[config.mk]
export PLATFORM = sky130hd
export DESIGN_NAME = ccu_snoop_sequencer
export DESIGN_NICKNAME = d
export VERILOG_FILES = /design/src/rtl/ccu_snoop_sequencer_pkg.sv /design/src/rtl/ccu_snoop_sequencer.sv
export SDC_FILE = /design/constraint.sdc
export NUM_CORES = 1
export LEC_CHECK = 0
export CAP_MARGIN = 20
export CORE_UTILIZATION = 42
export DETAILED_ROUTE_END_ITERATION = 7
export HOLD_SLACK_MARGIN = 0.02
export PLACE_DENSITY = 0.8
export SLEW_MARGIN = 20
export SYNTH_ARGS = -nofsm -noshare
export SYNTH_HDL_FRONTEND = slang
export SYNTH_SLANG_ARGS = --single-unit
[constraint.sdc]
create_clock -name clk_i -period 4.2 [get_ports clk_i]
set_clock_uncertainty 0.15 [all_clocks]
set_input_delay 0.84 -clock clk_i [delete_from_list [all_inputs] [get_ports clk_i]]
set_output_delay 0.84 -clock clk_i [all_outputs]
set_load 0.01 [all_outputs]
[src/rtl/ccu_snoop_sequencer_pkg.sv]
// Shared types and constants for the CCU snoop sequencer: CR response
// bit layout, snoop request bundle, FSM encoding and the lowest-index
// select used to pick the CD data supplier.
package ccu_snoop_sequencer_pkg;

    localparam int unsigned NB_CORES           = 2;
    localparam int unsigned AddrWidth          = 64;
    localparam int unsigned SnoopTimeoutCycles = 1024;
    // Upper bound on snooped cores; sizes the lowest-index select.
    localparam int unsigned MaxCores           = 4;

    typedef logic [3:0] acsnoop_t;
    typedef logic [2:0] acprot_t;

    // Packed so that bit 0 is DataTransfer and bit 4 is WasUnique.
    typedef struct packed {
        logic was_unique;
        logic is_shared;
        logic pass_dirty;
        logic error;
        logic data_transfer;
    } cr_resp_bits_t;

    localparam int unsigned CrRespWidth = $bits(cr_resp_bits_t);

    typedef struct packed {
        logic [AddrWidth-1:0]        addr;
        acsnoop_t                    snoop;
        acprot_t                     prot;
        logic [$clog2(NB_CORES)-1:0] initiator;
    } snoop_req_t;

    typedef enum logic [1:0] {
        SnpIdle  = 2'd0,
        SnpBcast = 2'd1,
        SnpResp  = 2'd2
    } snp_state_e;

    // Index of the lowest set bit; 0 when the mask is empty.
    function automatic logic [1:0] lowest_set_idx(input logic [MaxCores-1:0] mask);
        logic [1:0] idx;
        logic       found;
        idx   = '0;
        found = 1'b0;
        for (int unsigned i = 0; i < MaxCores; i++) begin
            if (mask[i] && !found) begin
                idx   = 2'(i);
                found = 1'b1;
            end
        end
        return idx;
    endfunction

endpackage

[src/rtl/ccu_snoop_sequencer.sv]
// ACE snoop sequencer: broadcasts one snoop on AC to every core except the
// initiator, collects the CR responses, reduces them to a single result and
// holds it until the CCU datapath consumes it.
module ccu_snoop_sequencer
    import ccu_snoop_sequencer_pkg::*;
#(
    parameter int unsigned NbCores       = NB_CORES,
    parameter int unsigned AddrWidth     = ccu_snoop_sequencer_pkg::AddrWidth,
    parameter int unsigned TimeoutCycles = SnoopTimeoutCycles,
    localparam int unsigned IdxW         = (NbCores > 1) ? $clog2(NbCores) : 1
) (
    input  logic                           clk_i,
    input  logic                           rst_i,
    input  logic                           req_valid_i,
    output logic                           req_ready_o,
    input  logic [AddrWidth-1:0]           req_addr_i,
    input  logic [3:0]                     req_snoop_i,
    input  logic [2:0]                     req_prot_i,
    input  logic [IdxW-1:0]                req_initiator_i,
    output logic [NbCores-1:0]             ac_valid_o,
    input  logic [NbCores-1:0]             ac_ready_i,
    output logic [AddrWidth-1:0]           ac_addr_o,
    output logic [3:0]                     ac_snoop_o,
    output logic [2:0]                     ac_prot_o,
    input  logic [NbCores-1:0]             cr_valid_i,
    output logic [NbCores-1:0]             cr_ready_o,
    input  logic [CrRespWidth*NbCores-1:0] cr_resp_i,
    output logic                           res_valid_o,
    input  logic                           res_ready_i,
    output logic                           res_data_avail_o,
    output logic [IdxW-1:0]                res_data_src_o,
    output logic                           res_is_shared_o,
    output logic                           res_pass_dirty_o,
    output logic                           res_error_o,
    output logic                           res_timeout_o
);

    localparam int unsigned TimerW = $clog2(TimeoutCycles) + 1;

    snp_state_e             state_q,   state_d;
    logic [AddrWidth-1:0]   addr_q,    addr_d;
    acsnoop_t               snoop_q,   snoop_d;
    acprot_t                prot_q,    prot_d;
    logic [NbCores-1:0]     ac_pend_q, ac_pend_d;
    logic [NbCores-1:0]     cr_pend_q, cr_pend_d;
    logic [NbCores-1:0]     dt_mask_q, dt_mask_d;
    logic                   shared_q,  shared_d;
    logic                   dirty_q,   dirty_d;
    logic                   err_q,     err_d;
    logic                   timeout_q, timeout_d;
    logic [TimerW-1:0]      timer_q,   timer_d;

    cr_resp_bits_t          cr_bits [NbCores];
    logic [NbCores-1:0]     unused_was_unique;
    logic [NbCores-1:0]     tgt_mask;
    logic [NbCores-1:0]     cr_hs;
    logic [MaxCores-1:0]    dt_ext;
    logic [1:0]             src_full;

    // Unpack the flat CR response bus into per-core fields.
    always_comb begin
        for (int unsigned i = 0; i < NbCores; i++) begin
            cr_bits[i]           = cr_resp_bits_t'(cr_resp_i[CrRespWidth*i +: CrRespWidth]);
            unused_was_unique[i] = cr_bits[i].was_unique;
        end
    end

    // Every core except the initiator; an out-of-range initiator targets all.
    always_comb begin
        tgt_mask = '0;
        for (int unsigned i = 0; i < NbCores; i++) begin
            tgt_mask[i] = (req_initiator_i != IdxW'(i));
        end
    end

    // Lowest-index data supplier, independent of CR arrival order.
    always_comb begin
        dt_ext                = '0;
        dt_ext[NbCores-1:0]   = dt_mask_q;
        src_full              = lowest_set_idx(dt_ext);
        res_data_src_o        = src_full[IdxW-1:0];
    end

    // Next-state, handshake and accumulator logic.
    always_comb begin
        state_d     = state_q;
        addr_d      = addr_q;
        snoop_d     = snoop_q;
        prot_d      = prot_q;
        ac_pend_d   = ac_pend_q;
        cr_pend_d   = cr_pend_q;
        dt_mask_d   = dt_mask_q;
        shared_d    = shared_q;
        dirty_d     = dirty_q;
        err_d       = err_q;
        timeout_d   = timeout_q;
        timer_d     = timer_q;
        req_ready_o = 1'b0;
        ac_valid_o  = '0;
        cr_ready_o  = '0;
        res_valid_o = 1'b0;
        cr_hs       = '0;

        unique case (state_q)
            SnpIdle: begin
                req_ready_o = 1'b1;
                if (req_valid_i) begin
                    addr_d    = req_addr_i;
                    snoop_d   = req_snoop_i;
                    prot_d    = req_prot_i;
                    ac_pend_d = tgt_mask;
                    cr_pend_d = tgt_mask;
                    dt_mask_d = '0;
                    shared_d  = 1'b0;
                    dirty_d   = 1'b0;
                    err_d     = 1'b0;
                    timeout_d = 1'b0;
                    timer_d   = '0;
                    state_d   = SnpBcast;
                end
            end
            SnpBcast: begin
                ac_valid_o = ac_pend_q;
                cr_ready_o = cr_pend_q & ~ac_pend_q;
                cr_hs      = cr_ready_o & cr_valid_i;
                ac_pend_d  = ac_pend_q & ~ac_ready_i;
                cr_pend_d  = cr_pend_q & ~cr_hs;
                for (int unsigned i = 0; i < NbCores; i++) begin
                    if (cr_hs[i]) begin
                        dt_mask_d[i] = cr_bits[i].data_transfer & ~cr_bits[i].error;
                        shared_d     = shared_d | cr_bits[i].is_shared;
                        dirty_d      = dirty_d  | cr_bits[i].pass_dirty;
                        err_d        = err_d    | cr_bits[i].error;
                    end
                end
                // A CR is only accepted after its AC handshake, so an empty
                // cr_pend also implies every AC has completed.
                if (cr_pend_d == '0) begin
                    state_d = SnpResp;
                end else if (ac_pend_q == '0) begin
                    if (timer_q == TimerW'(TimeoutCycles - 1)) begin
                        timeout_d = 1'b1;
                        err_d     = 1'b1;
                        cr_pend_d = '0;
                        state_d   = SnpResp;
                    end else begin
                        timer_d = timer_q + TimerW'(1);
                    end
                end
            end
            SnpResp: begin
                res_valid_o = 1'b1;
                if (res_ready_i) begin
                    state_d = SnpIdle;
                end
            end
            default: state_d = SnpIdle;
        endcase
    end

    // State and datapath registers with asynchronous reset.
    always_ff @(posedge clk_i or posedge rst_i) begin
        if (rst_i) begin
            state_q   <= SnpIdle;
            addr_q    <= '0;
            snoop_q   <= '0;
            prot_q    <= '0;
            ac_pend_q <= '0;
            cr_pend_q <= '0;
            dt_mask_q <= '0;
            shared_q  <= 1'b0;
            dirty_q   <= 1'b0;
            err_q     <= 1'b0;
            timeout_q <= 1'b0;
            timer_q   <= '0;
        end else begin
            state_q   <= state_d;
            addr_q    <= addr_d;
            snoop_q   <= snoop_d;
            prot_q    <= prot_d;
            ac_pend_q <= ac_pend_d;
            cr_pend_q <= cr_pend_d;
            dt_mask_q <= dt_mask_d;
            shared_q  <= shared_d;
            dirty_q   <= dirty_d;
            err_q     <= err_d;
            timeout_q <= timeout_d;
            timer_q   <= timer_d;
        end
    end

    assign ac_addr_o        = addr_q;
    assign ac_snoop_o       = snoop_q;
    assign ac_prot_o        = prot_q;
    assign res_data_avail_o = |dt_mask_q;
    assign res_is_shared_o  = shared_q;
    assign res_pass_dirty_o = dirty_q;
    assign res_error_o      = err_q;
    assign res_timeout_o    = timeout_q;

endmodule
==> impl_metrics.toml, run 1 <==
[clocking]
clock-sinks = 94
ctsHoldBuffers = 0
cts_root_buffer = "clkbuf_8"
cts_setup_buffers = 0
cts_made_buffers = 9
h-tree-depth = 3
cts_tree = "done"
path_clk_slew_ps = 80
cts_max_path_buffers = 2
cts_resized = 0
clk_latency_ps = 350

[worst_setup_path]
reg2reg_slack_ps = 2080
worstPathArrival_ps = 2050
cpPeakStageDelay_ps = 550
path_cells = "nor2b_1 > nand2_1 > nor2_1 > clkdlybuf4s50_1"
path_class = "reg2out"
worstReg2RegEnd = "res_error_o"
r2r_cells = 4
worstSetupStartpointType = "flop"
cp.required_ps = 3210
cp_max_fo = 8
r2r_start = "state_q[1]"
endpoint_kind = "output pin"
crit_slowest_cell = "clkdlybuf4s50_1"

[timing]
min_period_ps = 3040
final-hold-violation-count = 0
rsz0062_at_grt = "false"
setup_viol = 0
timing.fmax_mhz = 329
max_slew_margin_pct = 53.2
drv_slew = 0
tightest_slew_ps = 702
whs_ps = 327
setup_tns_ps = 0
period_share_pct = 72.4

[pwr]
ir_drop_mv = 0.407
p_per_area_nw_per_um2 = 642
p_leak_nw = 2.77
power.total_mw = 3.79

[synth]
synth_top_cell_by_area = "dfrtp_1"
synthFlopType = "dfrtp_1"
synth_top_area_share_pct = 60.5
synth_seq_cells = 94
syn-num-nets = 525
synth_edf_count = 0
synth.avg_cell_area_um2 = 8.95
synth_area_um2 = 3880
yosysWarnings = 0
async_flop_share_pct = 100
yosysSeqAreaShare_pct = 60.5
netlist_instances = 434
ys_top_cells_by_area = "dfrtp_1, nand2_1, clkbuf_1"
ys_types = 40

[job]
maxCapViolations = 0

[final_layout]
layout.nets = 692
antennaDiodeCount = 0
drive_above_1_share_pct = 4.95
fill_cells = 712
regArea_um2 = 2350
final_util_pct = 66.7
multiInputGateArea_um2 = 1450
area_delta_synth_final_pct = 51.9

[global_route]
grtUsageTotal_pct = 21.7
grt_pass1_vias = 3577
grt_max_degree = 75
grt.overflow.total = 0
grt_pass1_wl_um = 16700
antenna_found_initial = 0

[die]
dieArea_um2 = 9640
core_um2 = 8850
ioPinCount = 173
start_util_pct = 43.9
die_w_um = 98.2
die_h_um = 98.2
rows = 34

[outcome]
outcome = "finished with violations"
violations = "DRC"

[route]
dr.first_iter.drc_count = 132
drcViolationCount = 6
vias = 3504
viasPerCell = 4.91
wl_um = 9920
drt-pass1-iter-count = 8
wl_per_cell_um = 13.9
ant_nets = 0

[hold_path]
min_path_cells = 2
hold_path_end = "ac_addr_o[14]"
hp-class = "reg2reg"
min_from = "ac_addr_o[14]"

[place]
gp_congestion = 0.850
port_buffers = 170
dp_hpwl_um = 7120
==> cells in the mapped netlist, types with 2 or more instances <==
library cell  number
o21a_1             2
buf_2              2
or3_1              2
o41ai_1            2
nor2b_1            6
inv_1              5
o21ai_0            7
nand3b_1           3
o21ai_1            2
or4_1              4
mux2i_1            2
o22ai_1            2
nor3_1             4
clkbuf_1          17
nand3_1            4
and2_1             2
dfrtp_1           94
nand2b_1           2
o31ai_1            4
nand2_1          231
o311ai_0           3
a22oi_1            3
and4_1             2
a31oi_1            2
a21oi_1            5
nor2_1             8
==> cells by family after synthesis <==
family	after synthesis	synth area share, %
AND/OR/NAND/NOR	276	29.8
flip-flops	94	60.5
AO/OA/AOI/OAI	36	6.38
buffers and inverters	25	2.48
multiplexers	2	0.515
adder cells (fa/ha/maj)	1	0.322
==> worst max-delay path by stage <==
stage,from,endpoint,slack [ps],depth (start not counted)
6_report,state_q[0],cr_ready_o[1],1160,4
5_1_grt,state_q[0],cr_ready_o[1],990,4
4_1_cts,state_q[0],cr_ready_o[1],1150,4
3_5_place_dp,req_valid_i,res_error_o,1420,4
3_3_place_gp,req_valid_i,res_error_o,1430,4
2_1_floorplan,rst_i,ac_addr_o[0],760,1
==> worst max-delay path, delay by kind of cell (launching register included) <==
family	cells	cell delay (ps)
buf+inv	1	550
flops	1	460
simple gates	3	680
==> power breakdown <==
| part | total, mW | leakage (nW) | switching, mW | internal, mW |
|---|---|---|---|---|
| logic | 1.73 | 1.50 | 0.813 | 0.914 |
| clock network | 0.558 | 0.0837 | 0.321 | 0.237 |
| registers | 1.50 | 1.19 | 0.225 | 1.28 |
| total | 3.79 | 2.77 | 1.36 | 2.43 |
==> final cells by class <==
type / count / share of cell area (%)
flip-flops and latches: 94 / 39.9
repair buffers: 176 / 29.8
clock buffers: 11 / 2.40
well taps: 108 / 2.29
clock inverters: 5 / 0.721
inverters: 5 / 0.360
multi-input cells: 315 / 24.6
==> layout by cell type (no fill, tap or decap), drive strengths merged, types with 2 or more instances in the layout <==
cell / count
a31oi: 2
o311ai: 3
or2: 2
a21oi: 5
nor2: 8
dfrtp: 94
or3: 2
buf: 6
o41ai: 2
or4: 4
nand3: 4
clkbuf: 11
nand2: 231
clkdlybuf4s50: 170
o21ai: 10
nand3b: 3
and2: 2
and4: 2
clkinvlp: 3
a22oi: 3
o22ai: 2
inv: 6
nand2b: 2
nor3: 5
mux2i: 2
nor2b: 6
o21a: 2
o31ai: 4
==> flip-flops by register name (all words and copies together) (netlist names) <==
signal,count
ac_addr_o,64
ac_pend_q,2
ac_prot_o,3
ac_snoop_o,4
cr_pend_q,2
dt_mask_q,2
res_error_o,1
res_is_shared_o,1
res_pass_dirty_o,1
res_timeout_o,1
state_q,2
timer_q,11
==> metrics by stage <==
stage	setup slack (ps)	area, um^2	cells
2_1_floorplan	761	3880	434
3_3_place_gp	1430	5710	698
3_5_place_dp	1420	5710	698
4_1_cts	1150	5900	714
5_1_grt	992	5900	714
6_report	1160	5900	714
==> routing by layer <==
metal | part of all wire (%) | vias to the layer above | track usage, %
met5 | 0 | - | 0
met3 | 6.6 | 19 | 6.16
met2 | 49 | 104 | 36.7
met4 | 2.2 | 0 | 8.96
li1 | - | 1728 | -
met1 | 42 | 1653 | 26.1
Note: power is estimated with default switching activity, not from simulation.
==> run 2, diff against run 1 <==
--- a/config.mk
+++ b/config.mk
@@ -6,10 +6,10 @@
 export NUM_CORES = 1
 export LEC_CHECK = 0
 export CAP_MARGIN = 20
-export CORE_UTILIZATION = 42
+export CORE_UTILIZATION = 38
 export DETAILED_ROUTE_END_ITERATION = 7
 export HOLD_SLACK_MARGIN = 0.02
-export PLACE_DENSITY = 0.8
+export PLACE_DENSITY = 0.77
 export SLEW_MARGIN = 20
 export SYNTH_ARGS = -nofsm -noshare
 export SYNTH_HDL_FRONTEND = slang
==> constraint.sdc (replaced) <==
create_clock -name clk_i -period 2.75 [get_ports clk_i]
set_clock_uncertainty 0.15 [all_clocks]
set_input_delay 0.55 -clock clk_i [delete_from_list [all_inputs] [get_ports clk_i]]
set_output_delay 0.55 -clock clk_i [all_outputs]
set_load 0.01 [all_outputs]
==> run 2 against run 1 <==
Via count is 0.14% lower; clock-buffer cell count unchanged; combinational power rose by 55%; sequential cell count did not move; total power is 55% higher; global-route usage is 1.1 points lower; sequential power is 53% higher; hold slack about the same; core utilization down 6.1 points; clock power is 56% higher; first-iteration DRC count is 27% lower; sequential share of layout area is 0.33 points lower; the run now ends clean.
==> impl_metrics.toml, run 2 (synthesis gave the netlist of run 1 again) <==
[outcome]
outcome = "finished clean"

[clocking]
cts_setup_buffers = 0
cts_max_path_buffers = 2
clk_latency_ps = 350
h-tree-depth = 3
path_clk_slew_ps = 90
cts_resized = 0
clock-sinks = 94
cts_made_buffers = 9
ctsHoldBuffers = 0
cts_tree = "done"
cts_root_buffer = "clkbuf_8"

[die]
rows = 36
start_util_pct = 39.6
die_h_um = 103
die_w_um = 103
dieArea_um2 = 10600
core_um2 = 9820
ioPinCount = 173

[timing]
max_slew_margin_pct = 59.5
finalWorstSetupSlack_ps = 158
period_share_pct = 94.3
tightest_slew_ps = 608
min_period_ps = 2590
rsz0062_at_grt = "false"
drv_slew = 0
timing.fmax_mhz = 386
setup_viol = 0
setup_tns_ps = 0
final-hold-violation-count = 0

[pwr]
p_per_area_nw_per_um2 = 986
p_leak_nw = 2.79
ir_drop_mv = 0.457

[route]
wl_met1_um = 4420
drt-pass1-iter-count = 4
viasPerCell = 4.74
route.met2.wl_um = 5120
wl_per_cell_um = 14.2
met3_length_um = 732
dr.first_iter.drc_count = 97
dr.max_layer_used = "met4"
wl_um = 10500
drcViolationCount = 0
ant_nets = 0
vias = 3499

[final_layout]
final_common_cell = "nand2_1"
final_util_pct = 60.6
antennaDiodeCount = 0
layout.nets = 694
instances_no_fill = 738
largest_register_ffs = 64
drive_above_1_share_pct = 4.96
area_delta_synth_final_pct = 53.2
fill_cells = 872
multiInputGateArea_um2 = 1450
layout_common_cells = "nand2_1, clkdlybuf4s50_1, dfrtp_1"
regArea_um2 = 2350

[global_route]
grt_max_degree = 49
grt.overflow.total = 0
grt_pass1_vias = 3574
grtUsageTotal_pct = 20.6
antenna_found_initial = 0
grt_pass1_wl_um = 16800

[place]
gp_congestion = 0.830
port_buffers = 170
placed_cells = 725
dp_slack_ps = 378
dp_hpwl_um = 7490

[worst_setup_path]
cp.required_ps = 2050
path_class = "reg2out"
endpoint_kind = "output pin"
reg2reg_slack_ps = 730
worstSetupStartpointType = "flop"
r2r_start = "timer_q[0]"
cp_max_fo = 7
r2r_cells = 5
worstReg2RegEnd = "cr_pend_q[1]"
worstPathArrival_ps = 1890

[job]
maxCapViolations = 0

[hold_path]
min_path_cells = 2
min_from = "ac_addr_o[23]"
hold_path_end = "ac_addr_o[23]"
hp-class = "reg2reg"
-- run 2: worst max-delay path by stage --
| stage | to | from | slack, ps | depth (start not counted) |
|---|---|---|---|---|
| after floorplan | ac_addr_o[0] | rst_i | 940 | 1 |
| after CTS | cr_ready_o[0] | state_q[0] | 80 | 3 |
| after global routing | cr_ready_o[0] | state_q[1] | 40 | 3 |
| after detailed placement | ac_addr_o[51] | req_valid_i | 380 | 5 |
| after global placement | timer_q[5] | cr_valid_i[1] | 420 | 5 |
| final | cr_ready_o[0] | state_q[1] | 160 | 3 |
-- run 2: final cells by class --
type | instances | area share [%]
clock inverters | 2 | 0.588
repair buffers | 178 | 30.0
inverters | 5 | 0.378
flip-flops and latches | 94 | 39.5
multi-input cells | 315 | 24.3
clock buffers | 11 | 2.37
well taps | 133 | 2.80
-- run 2: power breakdown --
part,leakage (nW),switching [mW],total [mW],internal [mW]
Clock,0.0911,0.441,0.871,0.430
Combinational,1.51,1.27,2.69,1.42
Sequential,1.19,0.352,2.30,1.95
-- run 2: metrics by stage --
stage          area, um^2  hold slack, ps  power [mW]
2_1_floorplan        3890             319        3.44
3_3_place_gp         5770             302        4.94
3_5_place_dp         5770             311        5.04
4_1_cts              5950             332        5.94
5_1_grt              5950             357        6.31
6_report             5950             327        5.87
-- run 2: critical path, stage by stage (launching register included) --
cell	delay (ps)
dfrtp_1	480
or2b_4	330
nor3_1	160
clkdlybuf4s50_1	580
-- run 2: routing by layer --
| layer | vias up | global-route usage, % |
|---|---|---|
| li1 | 1721 | - |
| met1 | 1652 | 25.9 |
| met2 | 108 | 33.2 |
| met3 | 18 | 6.24 |
| met4 | 0 | 8.45 |
| met5 | - | 0 |
